File: src/rtl/vram_arbiter.sv
// Single-port frame-buffer RAM arbiter: display reads have absolute priority, host writes use free slots.
// Optional macro WR_POST_EN adds a 4-entry posted-write FIFO between the host and the RAM.
module vram_arbiter #(
    parameter int ADDR_W   = 19,
    parameter int DATA_W   = 12,
    parameter int MAX_WAIT = 16
) (
    input  logic              clk,
    input  logic              reset,
    input  logic              disp_req,
    input  logic [ADDR_W-1:0] disp_addr,
    output logic [DATA_W-1:0] disp_data,
    output logic              disp_valid,
    input  logic              wr_req,
    input  logic [ADDR_W-1:0] wr_addr,
    input  logic [DATA_W-1:0] wr_data,
    output logic              wr_ack,
    output logic              wr_stall,
    output logic              disp_ovf,
    output logic              ram_en,
    output logic              ram_we,
    output logic [ADDR_W-1:0] ram_addr,
    output logic [DATA_W-1:0] ram_wdata,
    input  logic [DATA_W-1:0] ram_rdata
);

    localparam int CNT_W = $clog2(2 * MAX_WAIT + 1);
    localparam logic [CNT_W-1:0] CNT_SAT = CNT_W'(2 * MAX_WAIT);
    localparam logic [CNT_W-1:0] CNT_LIM = CNT_W'(MAX_WAIT);

    typedef enum logic [1:0] {IDLE, RD, RD_WAIT, WR} state_t;

    state_t            state_q, state_d;
    logic              pend_q, pend_d;
    logic [ADDR_W-1:0] pendAddr_q, pendAddr_d;
    logic              ovf_q, ovf_d;
    logic              ramEn_q, ramEn_d;
    logic              ramWe_q, ramWe_d;
    logic [ADDR_W-1:0] ramAddr_q, ramAddr_d;
    logic [DATA_W-1:0] ramWdata_q, ramWdata_d;
    logic [DATA_W-1:0] dispData_q, dispData_d;
    logic              dispValid_q, dispValid_d;
    logic              wrAck_q, wrAck_d;
    logic [CNT_W-1:0]  waitCnt_q, waitCnt_d;

    logic              wrGo;
    logic [ADDR_W-1:0] wrSrcAddr;
    logic [DATA_W-1:0] wrSrcData;

`ifdef WR_POST_EN
    localparam int DEPTH = 4;

    logic [ADDR_W-1:0] fifoAddr_q [DEPTH];
    logic [DATA_W-1:0] fifoData_q [DEPTH];
    logic [1:0]        rdPtr_q, wrPtr_q;
    logic [2:0]        fifoCnt_q;
    logic              push, drain;

    // The host is acked as soon as there is room; the RAM side drains on its own schedule.
    assign push      = wr_req && !wrAck_q && (fifoCnt_q != 3'd4);
    assign drain     = (state_d == WR);
    assign wrGo      = (fifoCnt_q != 3'd0);
    assign wrSrcAddr = fifoAddr_q[rdPtr_q];
    assign wrSrcData = fifoData_q[rdPtr_q];

    always_ff @(posedge clk or posedge reset) begin
        if (reset) begin
            rdPtr_q   <= 2'd0;
            wrPtr_q   <= 2'd0;
            fifoCnt_q <= 3'd0;
        end else begin
            if (push)
                wrPtr_q <= wrPtr_q + 2'd1;
            if (drain)
                rdPtr_q <= rdPtr_q + 2'd1;
            fifoCnt_q <= fifoCnt_q + {2'd0, push} - {2'd0, drain};
        end
    end

    always_ff @(posedge clk) begin
        if (push) begin
            fifoAddr_q[wrPtr_q] <= wr_addr;
            fifoData_q[wrPtr_q] <= wr_data;
        end
    end
`else
    // A held request is not re-taken in its own ack cycle, so each write is acked exactly once.
    assign wrGo      = wr_req && !wrAck_q;
    assign wrSrcAddr = wr_addr;
    assign wrSrcData = wr_data;
`endif

    always_comb begin
        state_d     = IDLE;
        pend_d      = pend_q;
        pendAddr_d  = pendAddr_q;
        ovf_d       = ovf_q;
        ramEn_d     = 1'b0;
        ramWe_d     = 1'b0;
        ramAddr_d   = ramAddr_q;
        ramWdata_d  = ramWdata_q;
        dispData_d  = dispData_q;
        dispValid_d = 1'b0;

        if (state_q == RD_WAIT) begin
            dispData_d  = ram_rdata;
            dispValid_d = 1'b1;
        end

        // Only one request can wait; anything beyond that is lost and flagged.
        if (disp_req && pend_q)
            ovf_d = 1'b1;

        if (state_q == RD) begin
            state_d = RD_WAIT;
            if (disp_req && !pend_q) begin
                pend_d     = 1'b1;
                pendAddr_d = disp_addr;
            end
        end else if (pend_q) begin
            state_d   = RD;
            ramEn_d   = 1'b1;
            ramAddr_d = pendAddr_q;
            pend_d    = 1'b0;
        end else if (disp_req) begin
            state_d   = RD;
            ramEn_d   = 1'b1;
            ramAddr_d = disp_addr;
        end else if (wrGo) begin
            state_d    = WR;
            ramEn_d    = 1'b1;
            ramWe_d    = 1'b1;
            ramAddr_d  = wrSrcAddr;
            ramWdata_d = wrSrcData;
        end

`ifdef WR_POST_EN
        wrAck_d = push;
`else
        wrAck_d = (state_d == WR);
`endif

        waitCnt_d = waitCnt_q;
        if (wrAck_q)
            waitCnt_d = '0;
        else if (wr_req && (waitCnt_q != CNT_SAT))
            waitCnt_d = waitCnt_q + CNT_W'(1);
    end

    always_ff @(posedge clk or posedge reset) begin
        if (reset) begin
            state_q     <= IDLE;
            pend_q      <= 1'b0;
            pendAddr_q  <= '0;
            ovf_q       <= 1'b0;
            ramEn_q     <= 1'b0;
            ramWe_q     <= 1'b0;
            ramAddr_q   <= '0;
            ramWdata_q  <= '0;
            dispData_q  <= '0;
            dispValid_q <= 1'b0;
            wrAck_q     <= 1'b0;
            waitCnt_q   <= '0;
        end else begin
            state_q     <= state_d;
            pend_q      <= pend_d;
            pendAddr_q  <= pendAddr_d;
            ovf_q       <= ovf_d;
            ramEn_q     <= ramEn_d;
            ramWe_q     <= ramWe_d;
            ramAddr_q   <= ramAddr_d;
            ramWdata_q  <= ramWdata_d;
            dispData_q  <= dispData_d;
            dispValid_q <= dispValid_d;
            wrAck_q     <= wrAck_d;
            waitCnt_q   <= waitCnt_d;
        end
    end

    assign disp_data  = dispData_q;
    assign disp_valid = dispValid_q;
    assign wr_ack     = wrAck_q;
    assign wr_stall   = (waitCnt_q > CNT_LIM);
    assign disp_ovf   = ovf_q;
    assign ram_en     = ramEn_q;
    assign ram_we     = ramWe_q;
    assign ram_addr   = ramAddr_q;
    assign ram_wdata  = ramWdata_q;

endmodule

File: config.mk
export PLATFORM = sky130hd
export DESIGN_NAME = vram_arbiter
export DESIGN_NICKNAME = d
export VERILOG_FILES = /design/src/rtl/vram_arbiter.sv
export SDC_FILE = /design/constraint.sdc
export NUM_CORES = 1
export LEC_CHECK = 0
export ABC_AREA = 1
export CORE_MARGIN = 2
export CORE_UTILIZATION = 30
export CTS_CLUSTER_DIAMETER = 200
export DETAILED_ROUTE_END_ITERATION = 10
export PLACE_DENSITY = 0.58
export SLEW_MARGIN = 20
export SYNTH_ARGS = -nofsm -noshare
export SYNTH_HDL_FRONTEND = slang
export SYNTH_SLANG_ARGS = --single-unit
File: constraint.sdc
create_clock -name clk -period 2.63 [get_ports clk]
set_input_delay 0.3945 -clock clk [delete_from_list [all_inputs] [get_ports clk]]
set_output_delay 0.3945 -clock clk [all_outputs]
set_load 0.1 [all_outputs]
* Word level (Yosys, flattened, before mapping) *
Cells that the tools add are included.

cells by class
  reductions and logical operators = 11
  $lt $le $gt $ge = 1
  multiplexer cells = 19
  bitwise operators = 3
  add/subtract/negate cells = 1
  eq/ne operators = 5

operators with widths
  operator               number
  $mux W19               3
  $mux W6                2
  $mux W1                10
  $mux W2                4
  $add A6 B1 Y6 const B  1
  $gt A6 B5 Y1 const B   1
  $ne A6 B6 Y1 const B   1
  $eq A2 B2 Y1 const B   2
  $logic_and A1 B1 Y1    4
  $reduce_and A2 Y1      2
  $reduce_and A4 Y1      1
  $not A1 Y1             3
  $reduce_bool A3 Y1     1
  $eq A2 B1 Y1 const B   1
  $logic_not A1 Y1       2
  $ne A2 B1 Y1 const B   1
  $reduce_bool A2 Y1     1

storage, ports and cells
  output and inout bits = 49
  word-level logic and storage cells = 52
  register bits after elaboration = 76
  input port bits = 66

* Longest topological paths before layout *
  depth after elaboration = 7
  mapped depth = 10

* Least setup slack after synthesis *
OpenSTA, ideal clock, no wires.

  kind = reg-to-reg
  start point = reg wrAck_q, in the netlist wr_ack
  end point = reg ramWdata_q[0], in the netlist ram_wdata[0]
  data required time = 2.510 ns
  library setup time = 0.120 ns
  slack = 0.720 ns
  stages on the path, launching flop included = 11
  period minus slack after synthesis = 1.910 ns
  data arrival time = 1.790 ns
  cells stage by stage = dfrtp_1 > inv_2 > nand2_2 > inv_1 > nand2_1 > nand2_2 > nand2_4 > inv_4 > buf_6 > nand2_1 > nand2_1

on the way
  cells in the longest elaborated chain, start to end = 3

RTL lines
  what                                RTL line  source
  start: declaration                  43        logic wrAck_q, wrAck_d;
  start signal: assignment            175       wrAck_q <= wrAck_d;
  $logic_not A1 Y1                    88        assign wrGo = wr_req && !wrAck_q;
  $logic_and A1 B1 Y1                 88
  $reduce_and A4 Y1 (no source line)  n/a
  end signal: assignment              172       ramWdata_q <= ramWdata_d;
  end: declaration                    40        logic [DATA_W-1:0] ramWdata_q, ramWdata_d;

Every way passes these cells.
A chain may end at the register's enable or synchronous reset.

* Final worst setup path *
  start point = reg waitCnt_q[0]
  end point = out wr_stall

on the way
  cells in the longest elaborated chain, start to end = 1

RTL lines
  what                      RTL line  source
  start: declaration        44        logic [CNT_W-1:0] waitCnt_q, waitCnt_d;
  start signal: assignment  176       waitCnt_q <= waitCnt_d;
  $gt A6 B5 Y1              183       assign wr_stall = (waitCnt_q > CNT_LIM);
  end: declaration          18        output logic wr_stall,

Every way passes these cells.

==> impl_metrics.json <==
{
  "synth_adder_area_share": 0.00752,
  "grt_first_pass_wirelength_mm": 14.7,
  "clkSinkCount": 76,
  "r2r_start": "pend_q$_DFFE_PP0P_",
  "final_cells": 663,
  "grt_usage": 0.159,
  "antenna_found_initial": 0,
  "antenna_cells": 0,
  "postSynthAreaPerCell_sq_um": 8.22,
  "area_growth_pct": 40.5,
  "drc_errors": 0,
  "io_buffers": 114,
  "wl_per_cell_um": 13.4,
  "fin_area_sq_um": 4680,
  "clock.fmax_mhz": 533,
  "outcome": "finished clean",
  "arrival_ns": 1.48,
  "ys_top_cells_by_count": "nand2_1 (186), dfrtp_1 (76), a21oi_1 (35)",
  "design.die.area_sq_um": 12000,
  "path_max_fanout": 4,
  "wirelength_mm": 8.86,
  "worstSetupStartpointType": "register",
  "skew_ns": 0.00904,
  "critPathMostFrequentCell": "nand2_1",
  "worst_pin_slew_ns": 0.554,
  "muxShareOfSynthArea": 0,
  "synth-simple-area-share": 0.299,
  "synth_top_area_frac": 0.571,
  "ys.flop_type": "dfrtp_1",
  "vias": 2984,
  "cpPeakStageDelay_ns": 0.39,
  "synth_top_family_by_area": "simple AND/OR/NAND/NOR gates",
  "async_flop_share": 1.00,
  "synthesis.area_sq_um": 3330,
  "cts_hold_buf": 0,
  "cts_resized": 0,
  "cpLargestDelayFamily": "flip-flops",
  "maxSlewViolCount": 0,
  "fin_tns_setup_ns": 0,
  "ios": 115,
  "overflow": 0,
  "layout_min_cycle_time_ns": 1.88,
  "reg2reg_slack_ns": 0.85,
  "synth.most_common_cell": "nand2_1",
  "hpwl_mm": 6.29,
  "routed_via_density": 4.50,
  "maxCapViolCount": 0,
  "htree_levels": 3,
  "hold_path.class": "input port to asynchronous set/reset pin",
  "core_sq_um": 10800,
  "fin_crit_sh": 0.713,
  "yosys.area_share.xor_xnor": 0.00789,
  "placed_cells": 648,
  "max_slew_margin": 0.630,
  "synth.distinct_cells": 21,
  "synth-seq-cells": 76,
  "synth_edf_count": 0,
  "worst_ep_required_time_ns": 2.24,
  "path_clk_slew_ns": 0.08,
  "root_buffer": "clkbuf_8",
  "worst_setup_path_end_kind": "output port",
  "r2r_cells": 6,
  "hold_violations": 0,
  "grt_max_degree": 47,
  "row_count": 38,
  "cp_slowest_cell": "dfrtp_1",
  "post_cts.repair.setup_buffers": 0,
  "yosys_warnings": 0,
  "drt_first_pass_iters": 4,
  "cts_buffers": 9,
  "die_x_um": 109,
  "yosys-top-cells-area": "dfrtp_1 (57%), nand2_1 (21%), a21oi_1 (5.3%)",
  "final_antenna_net_count": 0,
  "rsz0062_at_grt": "false",
  "syn_nets": 473,
  "ctsLongestPathBuffers": 2,
  "regArea_sq_um": 1900,
  "setup_viol": 0,
  "cts_tree": "done",
  "yosysSeqAreaShare": 0.571,
  "multiInputGateArea_sq_um": 1260,
  "fillCellCount": 1120,
  "worstSetupPathType": "register to output port",
  "place_congestion": 0.778,
  "netlist.top_cell.by_area": "dfrtp_1",
  "synthCells": 405,
  "synth_compound_area_frac": 0.0643,
  "crit_chain": "inv_1 > ha_1 > nand2_1 > nand2_1 > nand2_1 > buf_4",
  "first_global_vias": 2943,
  "r2r_end": "ram_wdata[11]$_DFFE_PP0P_",
  "placed_area_sq_um": 4490,
  "clock_latency_ns": 0.35,
  "die_h_um": 109,
  "initial_utilization": 0.307,
  "drtIter0Drc": 162,
  "layout.nets": 587,
  "path_buf_inv": 2,
  "layout-drive-gt1-share": 0.151
}
-- final cells by class --
type | count | share of cell area
sequential | 76 | 0.407
multi-input combinational | 294 | 0.269
timing repair buffer | 122 | 0.233
tap | 140 | 0.0375
clock buffer | 13 | 0.0318
inverter | 16 | 0.0136
clock inverter | 2 | 0.00749
-- layout by cell type, fill, tap and decap left out, drive strengths merged --
cell type      count
o21ai              3
nand3             32
nand2            190
clkinv             2
nor2              26
buf               57
ha                 2
clkdlybuf4s50     65
inv               15
a21o               1
xor2               3
clkbuf            13
bufinv             1
a21oi             36
nand4              1
dfrtp             76
-- worst max-delay path by stage --
stage,start,end,slack (ns),depth (start not counted)
2_1_floorplan,reset,disp_data[0]$_DFFE_PP0P_,0.30,1
3_3_place_gp,disp_req,ram_wdata[9]$_DFFE_PP0P_,0.63,7
3_5_place_dp,disp_req,ram_wdata[11]$_DFFE_PP0P_,0.58,7
4_1_cts,waitCnt_q[0]$_DFFE_PP0P_,wr_stall,0.73,6
5_1_grt,pend_q$_DFFE_PP0P_,ram_wdata[10]$_DFFE_PP0P_,0.62,6
6_report,waitCnt_q[0]$_DFFE_PP0P_,wr_stall,0.75,6
-- state kept, by name (all words and copies together), names as in the netlist --
signal,count
ram_addr,19
disp_ovf,1
ram_wdata,12
waitCnt_q,6
pend_q,1
ram_en,1
pendAddr_q,19
state_q,2
wr_ack,1
disp_data,12
disp_valid,1
ram_we,1
-- worst register-to-register path, cell delays in order (launching register included) --
cell	delay, ns
dfrtp_1	0.65
nor2_2	0.15
a21oi_4	0.41
nand2_4	0.21
inv_4	0.18
nand2_1	0.07
nand2_1	0.05
-- per-stage QoR --
| step | setup WS [ns] | utilization | hold WS [ns] |
|---|---|---|---|
| after floorplan | 0.297 | - | 0.442 |
| after global placement | 0.627 | 0.414 | 0.442 |
| after detailed placement | 0.575 | 0.414 | 0.449 |
| after CTS | 0.734 | 0.431 | 0.418 |
| after global routing | 0.620 | 0.431 | 0.431 |
| final | 0.754 | 0.431 | 0.397 |
-- per-layer routing --
layer	routed length (um)	share of wire	global-route usage	vias up
li1	-	-	-	1501
met2	4330	0.49	0.245	66
met1	4010	0.45	0.219	1405
met5	0	0	0	-
met4	202	0.023	0.0796	0
met3	321	0.036	0.0225	12
-- cell families (layout without fill, tap and decap cells) --
kind of cell	Yosys count	count (layout)
simple gates	249	249
flops	76	76
compound gates	40	40
buf+inv	35	153
xor+xnor	3	3
fa+ha+maj	2	2
Power is left out: the tool's default activity adds up to more than one toggle a clock period on the data nets, which glitch-free logic cannot reach.
